`config.mk`:
```
export PLATFORM = sky130hd
export DESIGN_NAME = ccip_mmio_csr_bank
export DESIGN_NICKNAME = d
export VERILOG_FILES = /design/src/rtl/ccip_mmio_csr_bank.sv
export SDC_FILE = /design/constraint.sdc
export NUM_CORES = 2
export LEC_CHECK = 0
export ABC_CLOCK_PERIOD_IN_PS = 9700
export BUFFER_PORTS_ARGS = -buffer_cell sky130_fd_sc_hd__buf_4
export CAP_MARGIN = 20
export CELL_PAD_IN_SITES_DETAIL_PLACEMENT = 1
export CELL_PAD_IN_SITES_GLOBAL_PLACEMENT = 2
export CORE_AREA = 3 3 378 380
export DETAILED_ROUTE_END_ITERATION = 12
export DIE_AREA = 0 0 381 383
export PLACE_DENSITY = 0.73
export SETUP_SLACK_MARGIN = 0.2
export SYNTH_ARGS = -nofsm -noshare
export SYNTH_HDL_FRONTEND = slang
export SYNTH_SLANG_ARGS = --single-unit
```
`constraint.sdc`:
```
create_clock -name pClk -period 9.7 [get_ports pClk]
set_input_delay 0.97 -clock pClk [delete_from_list [all_inputs] [get_ports pClk]]
set_output_delay 0.97 -clock pClk [all_outputs]
set_load 0.01 [all_outputs]
```
`src/rtl/ccip_mmio_csr_bank.sv`:
```
// CCI-P MMIO CSR bank: AFU header, scratch, cycle counter, NIC control/status registers.
// Writes commit one cycle after acceptance; reads answer two cycles after the request.
module ccip_mmio_csr_bank #(
   parameter logic [63:0] AFU_ID_L        = 64'h0,
   parameter logic [63:0] AFU_ID_H        = 64'h0,
   parameter logic [63:0] DFH_VALUE       = 64'h1000_0000_0000_0001,
   parameter int          NUM_USER_REGS   = 8,
   parameter int          NUM_STATUS_REGS = 4
)(
   input  logic                           pClk,
   input  logic                           pReset_n,
   input  logic                           mmio_wr_valid,
   input  logic [15:0]                    mmio_wr_addr,
   input  logic [1:0]                     mmio_wr_len,
   input  logic [63:0]                    mmio_wr_data,
   input  logic                           mmio_rd_valid,
   input  logic [15:0]                    mmio_rd_addr,
   input  logic [1:0]                     mmio_rd_len,
   input  logic [8:0]                     mmio_rd_tid,
   output logic                           c2_rsp_valid,
   output logic [8:0]                     c2_rsp_tid,
   output logic [63:0]                    c2_rsp_data,
   output logic [64*NUM_USER_REGS-1:0]    usr_regs,
   output logic [NUM_USER_REGS-1:0]       usr_wr_pulse,
   input  logic [64*NUM_STATUS_REGS-1:0]  status_regs
);

   localparam logic [14:0] IDX_DFH     = 15'd0;
   localparam logic [14:0] IDX_ID_L    = 15'd1;
   localparam logic [14:0] IDX_ID_H    = 15'd2;
   localparam logic [14:0] IDX_SCRATCH = 15'd5;
   localparam logic [14:0] IDX_CYCLE   = 15'd6;
   localparam int          USER_BASE   = 8;
   localparam int          STATUS_BASE = USER_BASE + NUM_USER_REGS;

   function automatic logic [63:0] mergeWrite(input logic [63:0] oldVal, input logic full,
                                              input logic upper, input logic [63:0] data);
      if (full)  return data;
      if (upper) return {data[31:0], oldVal[31:0]};
      return {oldVal[63:32], data[31:0]};
   endfunction

   // Pending write, committed on the following edge
   logic        wrValidReg;
   logic [14:0] wrIdxReg;
   logic        wrUpperReg;
   logic        wrFullReg;
   logic [63:0] wrDataReg;

   logic [63:0] scratchReg, scratchNext;
   logic [63:0] cycleCntReg, cycleCntNext;
   logic [63:0] usrReg  [NUM_USER_REGS];
   logic [63:0] usrNext [NUM_USER_REGS];
   logic [NUM_USER_REGS-1:0] usrHit;

   logic        rdValidReg;
   logic [8:0]  rdTidReg;
   logic        rdHalfReg;
   logic        rdUpperReg;
   logic [63:0] rdDataReg;
   logic [63:0] rdSrc;
   logic [14:0] rdIdx;
   logic        wrAccept;

   // 64B bursts and misaligned 8B writes never reach the pending stage
   assign wrAccept = mmio_wr_valid &&
                     ((mmio_wr_len == 2'd0) || ((mmio_wr_len == 2'd1) && !mmio_wr_addr[0]));
   assign rdIdx    = mmio_rd_addr[15:1];

   assign scratchNext  = (wrValidReg && (wrIdxReg == IDX_SCRATCH))
                         ? mergeWrite(scratchReg, wrFullReg, wrUpperReg, wrDataReg) : scratchReg;
   assign cycleCntNext = (wrValidReg && (wrIdxReg == IDX_CYCLE)) ? 64'd0 : cycleCntReg + 64'd1;

   genvar gi;
   generate
      for (gi = 0; gi < NUM_USER_REGS; gi++) begin : gUsr
         assign usrHit[gi]  = wrValidReg && (wrIdxReg == 15'(USER_BASE + gi));
         assign usrNext[gi] = usrHit[gi]
                              ? mergeWrite(usrReg[gi], wrFullReg, wrUpperReg, wrDataReg) : usrReg[gi];
         assign usr_regs[64*gi +: 64] = usrReg[gi];
      end
   endgenerate

   // Sources are the post-edge values, so a write accepted one cycle earlier is visible
   always_comb begin
      rdSrc = '0;
      case (rdIdx)
         IDX_DFH:     rdSrc = DFH_VALUE;
         IDX_ID_L:    rdSrc = AFU_ID_L;
         IDX_ID_H:    rdSrc = AFU_ID_H;
         IDX_SCRATCH: rdSrc = scratchNext;
         IDX_CYCLE:   rdSrc = cycleCntNext;
         default:     rdSrc = '0;
      endcase
      for (int i = 0; i < NUM_USER_REGS; i++) begin
         if (rdIdx == 15'(USER_BASE + i)) rdSrc = usrNext[i];
      end
      for (int j = 0; j < NUM_STATUS_REGS; j++) begin
         if (rdIdx == 15'(STATUS_BASE + j)) rdSrc = status_regs[64*j +: 64];
      end
   end

   always_ff @(posedge pClk) begin
      if (!pReset_n) begin
         wrValidReg   <= 1'b0;
         wrIdxReg     <= '0;
         wrUpperReg   <= 1'b0;
         wrFullReg    <= 1'b0;
         wrDataReg    <= '0;
         scratchReg   <= '0;
         cycleCntReg  <= '0;
         for (int i = 0; i < NUM_USER_REGS; i++) usrReg[i] <= '0;
         usr_wr_pulse <= '0;
         rdValidReg   <= 1'b0;
         rdTidReg     <= '0;
         rdHalfReg    <= 1'b0;
         rdUpperReg   <= 1'b0;
         rdDataReg    <= '0;
         c2_rsp_valid <= 1'b0;
         c2_rsp_tid   <= '0;
         c2_rsp_data  <= '0;
      end else begin
         wrValidReg   <= wrAccept;
         wrIdxReg     <= mmio_wr_addr[15:1];
         wrUpperReg   <= mmio_wr_addr[0];
         wrFullReg    <= (mmio_wr_len == 2'd1);
         wrDataReg    <= mmio_wr_data;
         scratchReg   <= scratchNext;
         cycleCntReg  <= cycleCntNext;
         for (int i = 0; i < NUM_USER_REGS; i++) usrReg[i] <= usrNext[i];
         usr_wr_pulse <= usrHit;
         rdValidReg   <= mmio_rd_valid;
         rdTidReg     <= mmio_rd_tid;
         rdHalfReg    <= (mmio_rd_len == 2'd0);
         rdUpperReg   <= mmio_rd_addr[0];
         rdDataReg    <= rdSrc;
         c2_rsp_valid <= rdValidReg;
         c2_rsp_tid   <= rdTidReg;
         c2_rsp_data  <= rdHalfReg ? {2{rdUpperReg ? rdDataReg[63:32] : rdDataReg[31:0]}}
                                   : rdDataReg;
      end
   end

endmodule

```
* Word-level counts from Yosys, hierarchy flattened
Memories as Yosys holds them, arrays and structs flattened.
Index checks and enable logic that the tools add are counted.
** Word-level totals
- Bits in writable memories :: 512
- Output and inout port bits :: 594
- Input port bits :: 369
- Memories kept :: 1
- Register bits after elaboration :: 368
** Operators by class
- Multiplexer cells :: 66
- Bitwise operators :: 8
- Reduce and logical (&&, ||, !) cells :: 17
- Add/sub/neg operators :: 1
- Equality and inequality tests :: 25
** Memory list
- usrReg :: words 8, bits a word 64, rd ports 8, clocked after Yosys merged registers in 0, wr ports 8, line 52 : logic [63:0] usrReg [NUM_USER_REGS];
** Operators with widths (number)
- $mux 64 :: 59
- $eq 15x4->1 const B :: 16
- $pmux 64 s3 :: 1
- $add 64x1->64 const B :: 1
- $eq 15x3->1 const B :: 4
- $eq 15x5->1 const B :: 4
- $mux 32 :: 1
- $logic_not 15->1 :: 1
- $logic_and 1x1->1 :: 12
- $or 1x1->1 :: 8
- $mux 1 :: 5
- $logic_not 2->1 :: 2
- $eq 2x1->1 const B :: 1
- $logic_not 1->1 :: 1
- $logic_or 1x1->1 :: 1

* Depth between registers and ports, before layout
- Depth in word-level cells :: 18
- Gate-level depth with buffers :: 13
- Gate-level depth less buffers :: 10

* Worst setup path before layout
No wires, ideal clock.
- Kind :: input -> register
- Start :: in mmio_rd_addr[11]
- End :: reg rdDataReg[1]
- Arrival :: 3.554 ns
- Setup time :: 0.129 ns
- Buffers on the path :: 3
- Slack :: 6.017 ns
- Stages :: 9
- Cell sequence :: or4_1 > or2_2 > buf_1 > nor3_1 > clkbuf_1 > buf_1 > a21oi_1 > a2111oi_0 > o21ai_0
** Between the ends
- Word-level cells in the longest chain between the ends :: 14
- Elaborated cells between the ends (all ways) :: 28
- Classes of those cells :: eq/ne: 14; mux: 13; reduce/logical: 1
** RTL lines
- start: declaration :: line 17 : input logic [15:0] mmio_rd_addr,
- $eq 15x3->1 / $logic_not 15->1 (equally long branches) :: line 87 : case (rdIdx)
- $pmux 64 s3 :: line 87
- $mux 64 (8 in series) :: line 96 : if (rdIdx == 15'(USER_BASE + i)) rdSrc = usrNext[i];
- $mux 64 (3 in series) :: line 99 : if (rdIdx == 15'(STATUS_BASE + j)) rdSrc = status_regs[64*j +: 64];
- $mux 64 * :: line 99
- end signal: assignment :: line 136 : rdDataReg <= rdSrc;
- end: declaration :: line 60 : logic [63:0] rdDataReg;
Every way passes the cells marked *; elsewhere a longest branch is shown, timed or not.
A chain may end at the register's enable or synchronous reset.

* Worst setup path after layout
- Start :: in mmio_rd_addr[4]
- End :: reg rdDataReg[9]
The elaborated chain is that of the path after synthesis.

==> impl_metrics.tcl <==
set metrics [dict create \
    syn_inst 4255 \
    grt-ovfl-total 0 \
    max_freq_ghz 0.1946 \
    reg2reg_from "wrIdxReg[5]" \
    fp.dieArea_um2 145900 \
    startpoint "mmio_rd_addr[4]" \
    critPathKind "in2reg" \
    drtAntennaViolNets 0 \
    relSlewSlack 0.03948 \
    status "complete, no violations" \
    via_per_inst 5.783 \
    final-setup-viol-count 0 \
    reg2reg_depth 9 \
    clock-sinks 880 \
    drt-wirelength-per-cell_um 38.44 \
    regArea_um2 17620 \
    irDropWorstVdd_mv 0.1456 \
    portBuffers 962 \
    drv_slew 0 \
    syn_avg_cell_area_um2 8.806 \
    clockBufferDepth 3 \
    totalWireLength_um 270100 \
    cts_tree "yes" \
    async_flop_share 0 \
    rsz0062_at_grt "false" \
    whs_ps 399.3 \
    num_io_pins 963 \
    gp_congestion 0.9929 \
    syn_area_um2 37470 \
    cts_inserted_buffers 105 \
    tightest_slew_ps 1441 \
    antenna_found_initial 25 \
    hold_start "mmio_rd_len[0]" \
    fin_area_um2 50280 \
    die_h_um 383 \
    grt_max_degree 189 \
    dr.pass1.iters 8 \
    vias 40630 \
    p_per_area_nw_per_um2 165.4 \
    insertion_delay_ps 740 \
    dpl.cell_count 6829 \
    clock-root-buffer "clkbuf_16" \
    yosys.cell_types.count 76 \
    worstPathArrival_ps 5710 \
    critPathSlowestCell "nor2_2" \
    grt_usage 0.3517 \
    fin_crit_sh 0.5298 \
    final_layout_size_suffix_gt1_frac 0.2610 \
    clk_pin_slew_ps 60 \
    syn_nets 4625 \
    layout_min_cycle_time_ps 5139 \
    worstHoldPathType "in2reg" \
    cts_resized 0 \
    place_area_um2 46690 \
    final_util 0.3604 \
    synth-seq-area-share 0.4701 \
    crit_chain "buf_4 -> nor4_1 -> and3b_1 -> nand2_1 -> nor2_2 -> buf_4 -> a32oi_1 -> o21ai_0 -> or3_1 -> a2111oi_0 -> nor4_1" \
    drc 0 \
    ys_ff_latch 880 \
    timing.final.ws_setup_ps 4561 \
    dp_hpwl_um 207400 \
    grt_pass1_vias 39200 \
    max_cap_violations 0 \
    end_kind "flop" \
    initial_utilization 0.2685 \
    n_fill_cell 16240 \
    synth-main-ff-cell "dfxtp_1" \
    syn2layout_area_growth_pct 34.20 \
    coreArea_um2 139500 \
    postCtsSetupRepairBufs 0 \
    htree_levels 3 \
    hold_violations 0 \
    ys_warn_count 0 \
    hold_buffers 0 \
    pre_cts_slack_ps 3920 \
    stdcell_count 7026 \
    cp_data_required_time_ps 10270 \
    start_kind "input port" \
    skew_ps 30.18 \
    grt_first_pass_wirelength_um 355300 \
    r2r-end "rdDataReg[63]" \
    detail_route.iter0.violations 4889 \
    rows 137 \
    p_leak_nw 20.36 \
    rrSetupSlack_ps 4730 \
    critPathMaxFanout 14 \
    multi_input_area_um2 18550 \
    hold_path_depth 2 \
    fin_nets 5430 \
    die_w_um 381 \
    synth-edff-count 0 \
    min_to "rdHalfReg" \
    finalSetupTns_ps 0 \
    total_power_mw 8.315 \
    cp_slowest_stage_delay_ps 1080 \
]
## cells in the mapped netlist (6+ instances only)
library cell	number	area share
a2111oi_0	20	0.0047
a211oi_1	25	0.0050
a21o_1	8	0.0016
a21oi_1	178	0.024
a221o_1	18	0.0048
a221oi_1	65	0.015
a222oi_1	16	0.0043
a22o_1	83	0.019
a22oi_1	196	0.039
a31oi_1	14	0.0023
and2_1	259	0.043
and3_1	26	0.0043
and4_1	10	0.0023
buf_1	19	0.0019
buf_2	11	0.0015
buf_4	10	0.0020
clkbuf_1	339	0.034
dfxtp_1	880	0.47
mux2_2	16	0.0048
mux2i_1	294	0.079
nand2_1	354	0.035
nand2b_1	12	0.0020
nand3_1	66	0.0088
nand4_1	29	0.0048
nor2_1	635	0.064
nor2b_1	17	0.0028
nor3_1	61	0.0081
nor4_1	20	0.0033
o2111ai_1	10	0.0023
o211ai_1	33	0.0066
o21a_1	7	0.0014
o21ai_0	205	0.027
o21ai_1	9	0.0012
o221a_2	12	0.0036
o221ai_1	59	0.014
o22ai_1	71	0.012
o31ai_1	6	0.0012
or3_1	13	0.0022
or4_1	16	0.0032
xnor2_1	30	0.0070
xor2_1	33	0.0077
## worst max path at each step
stage               endpoint  slack, ps  depth (start not counted)
4_1_cts         rdDataReg[9]       4700                         12
2_1_floorplan   rdDataReg[1]       6020                          9
3_3_place_gp    rdDataReg[9]       3950                         12
5_1_grt        rdDataReg[35]       4610                          9
6_report        rdDataReg[9]       4560                         11
3_5_place_dp    rdDataReg[9]       3920                         12
## layer usage
layer,track usage,share of wire
met5,0,0.00030
met4,0.1573,0.055
met3,0.08768,0.091
met2,0.5493,0.44
met1,0.4577,0.41
## cells by family after synthesis
kind of cell	after synthesis	share of synthesized area
DFF	880	0.4701
buffers and inverters	389	0.04134
muxes	312	0.08455
xor gates and xnor gates	63	0.01473
and+or+nand+nor	1545	0.1916
AOI/OAI and AO/OA	1065	0.1973
adders and majority gates	1	0.0003339
## cell usage in the layout (no fill, tap or decap), types with 12 or more instances in the layout
master / instances
buf_4: 1077
dfxtp_1: 879
nor2_1: 628
nand2_1: 351
mux2i_1: 294
and2_1: 259
o21ai_0: 205
a22oi_1: 191
a21oi_1: 178
clkbuf_16: 107
a22o_1: 83
o22ai_1: 71
a221oi_1: 65
nand3_1: 60
o221ai_1: 59
nor3_1: 45
xor2_1: 33
o211ai_1: 33
xnor2_1: 30
nand4_1: 29
clkbuf_1: 29
and3_1: 26
clkbuf_8: 26
a211oi_1: 25
nor4_1: 19
a221o_1: 18
mux2_2: 16
a2111oi_0: 16
a222oi_1: 16
nor2b_1: 15
or4_1: 14
a31oi_1: 14
nor3_2: 13
o221a_2: 12
## power breakdown
part           internal, mW  switching, mW
registers              3.64         0.0616
clock network          2.51           1.71
logic                 0.149          0.253
## registers in the layout, indices dropped and copies added (netlist names), 8 cells and up
name,cells
c2_rsp_tid,9
c2_rsp_data,64
usr_wr_pulse,8
usrReg,512
rdTidReg,9
rdDataReg,64
wrDataReg,64
wrIdxReg,15
cycleCntReg,64
scratchReg,64
## critical path: cells and delay by family
| family | cells | cell delay (ps) |
|---|---|---|
| AO/OA/AOI/OAI | 3 | 640 |
| AND/OR/NAND/NOR | 6 | 3430 |
| buffers and inverters | 2 | 600 |
## cell type report
class | instances | area share
inverters | 5 | 0.0005225
clock inverters | 27 | 0.008634
well taps | 1876 | 0.04668
clock buffers | 162 | 0.06253
repair buffers | 1082 | 0.1620
diodes | 8 | 0.0003981
multi-input cells | 2986 | 0.3689
flip-flops and latches | 880 | 0.3504
Power figures use the tool's default switching activity.
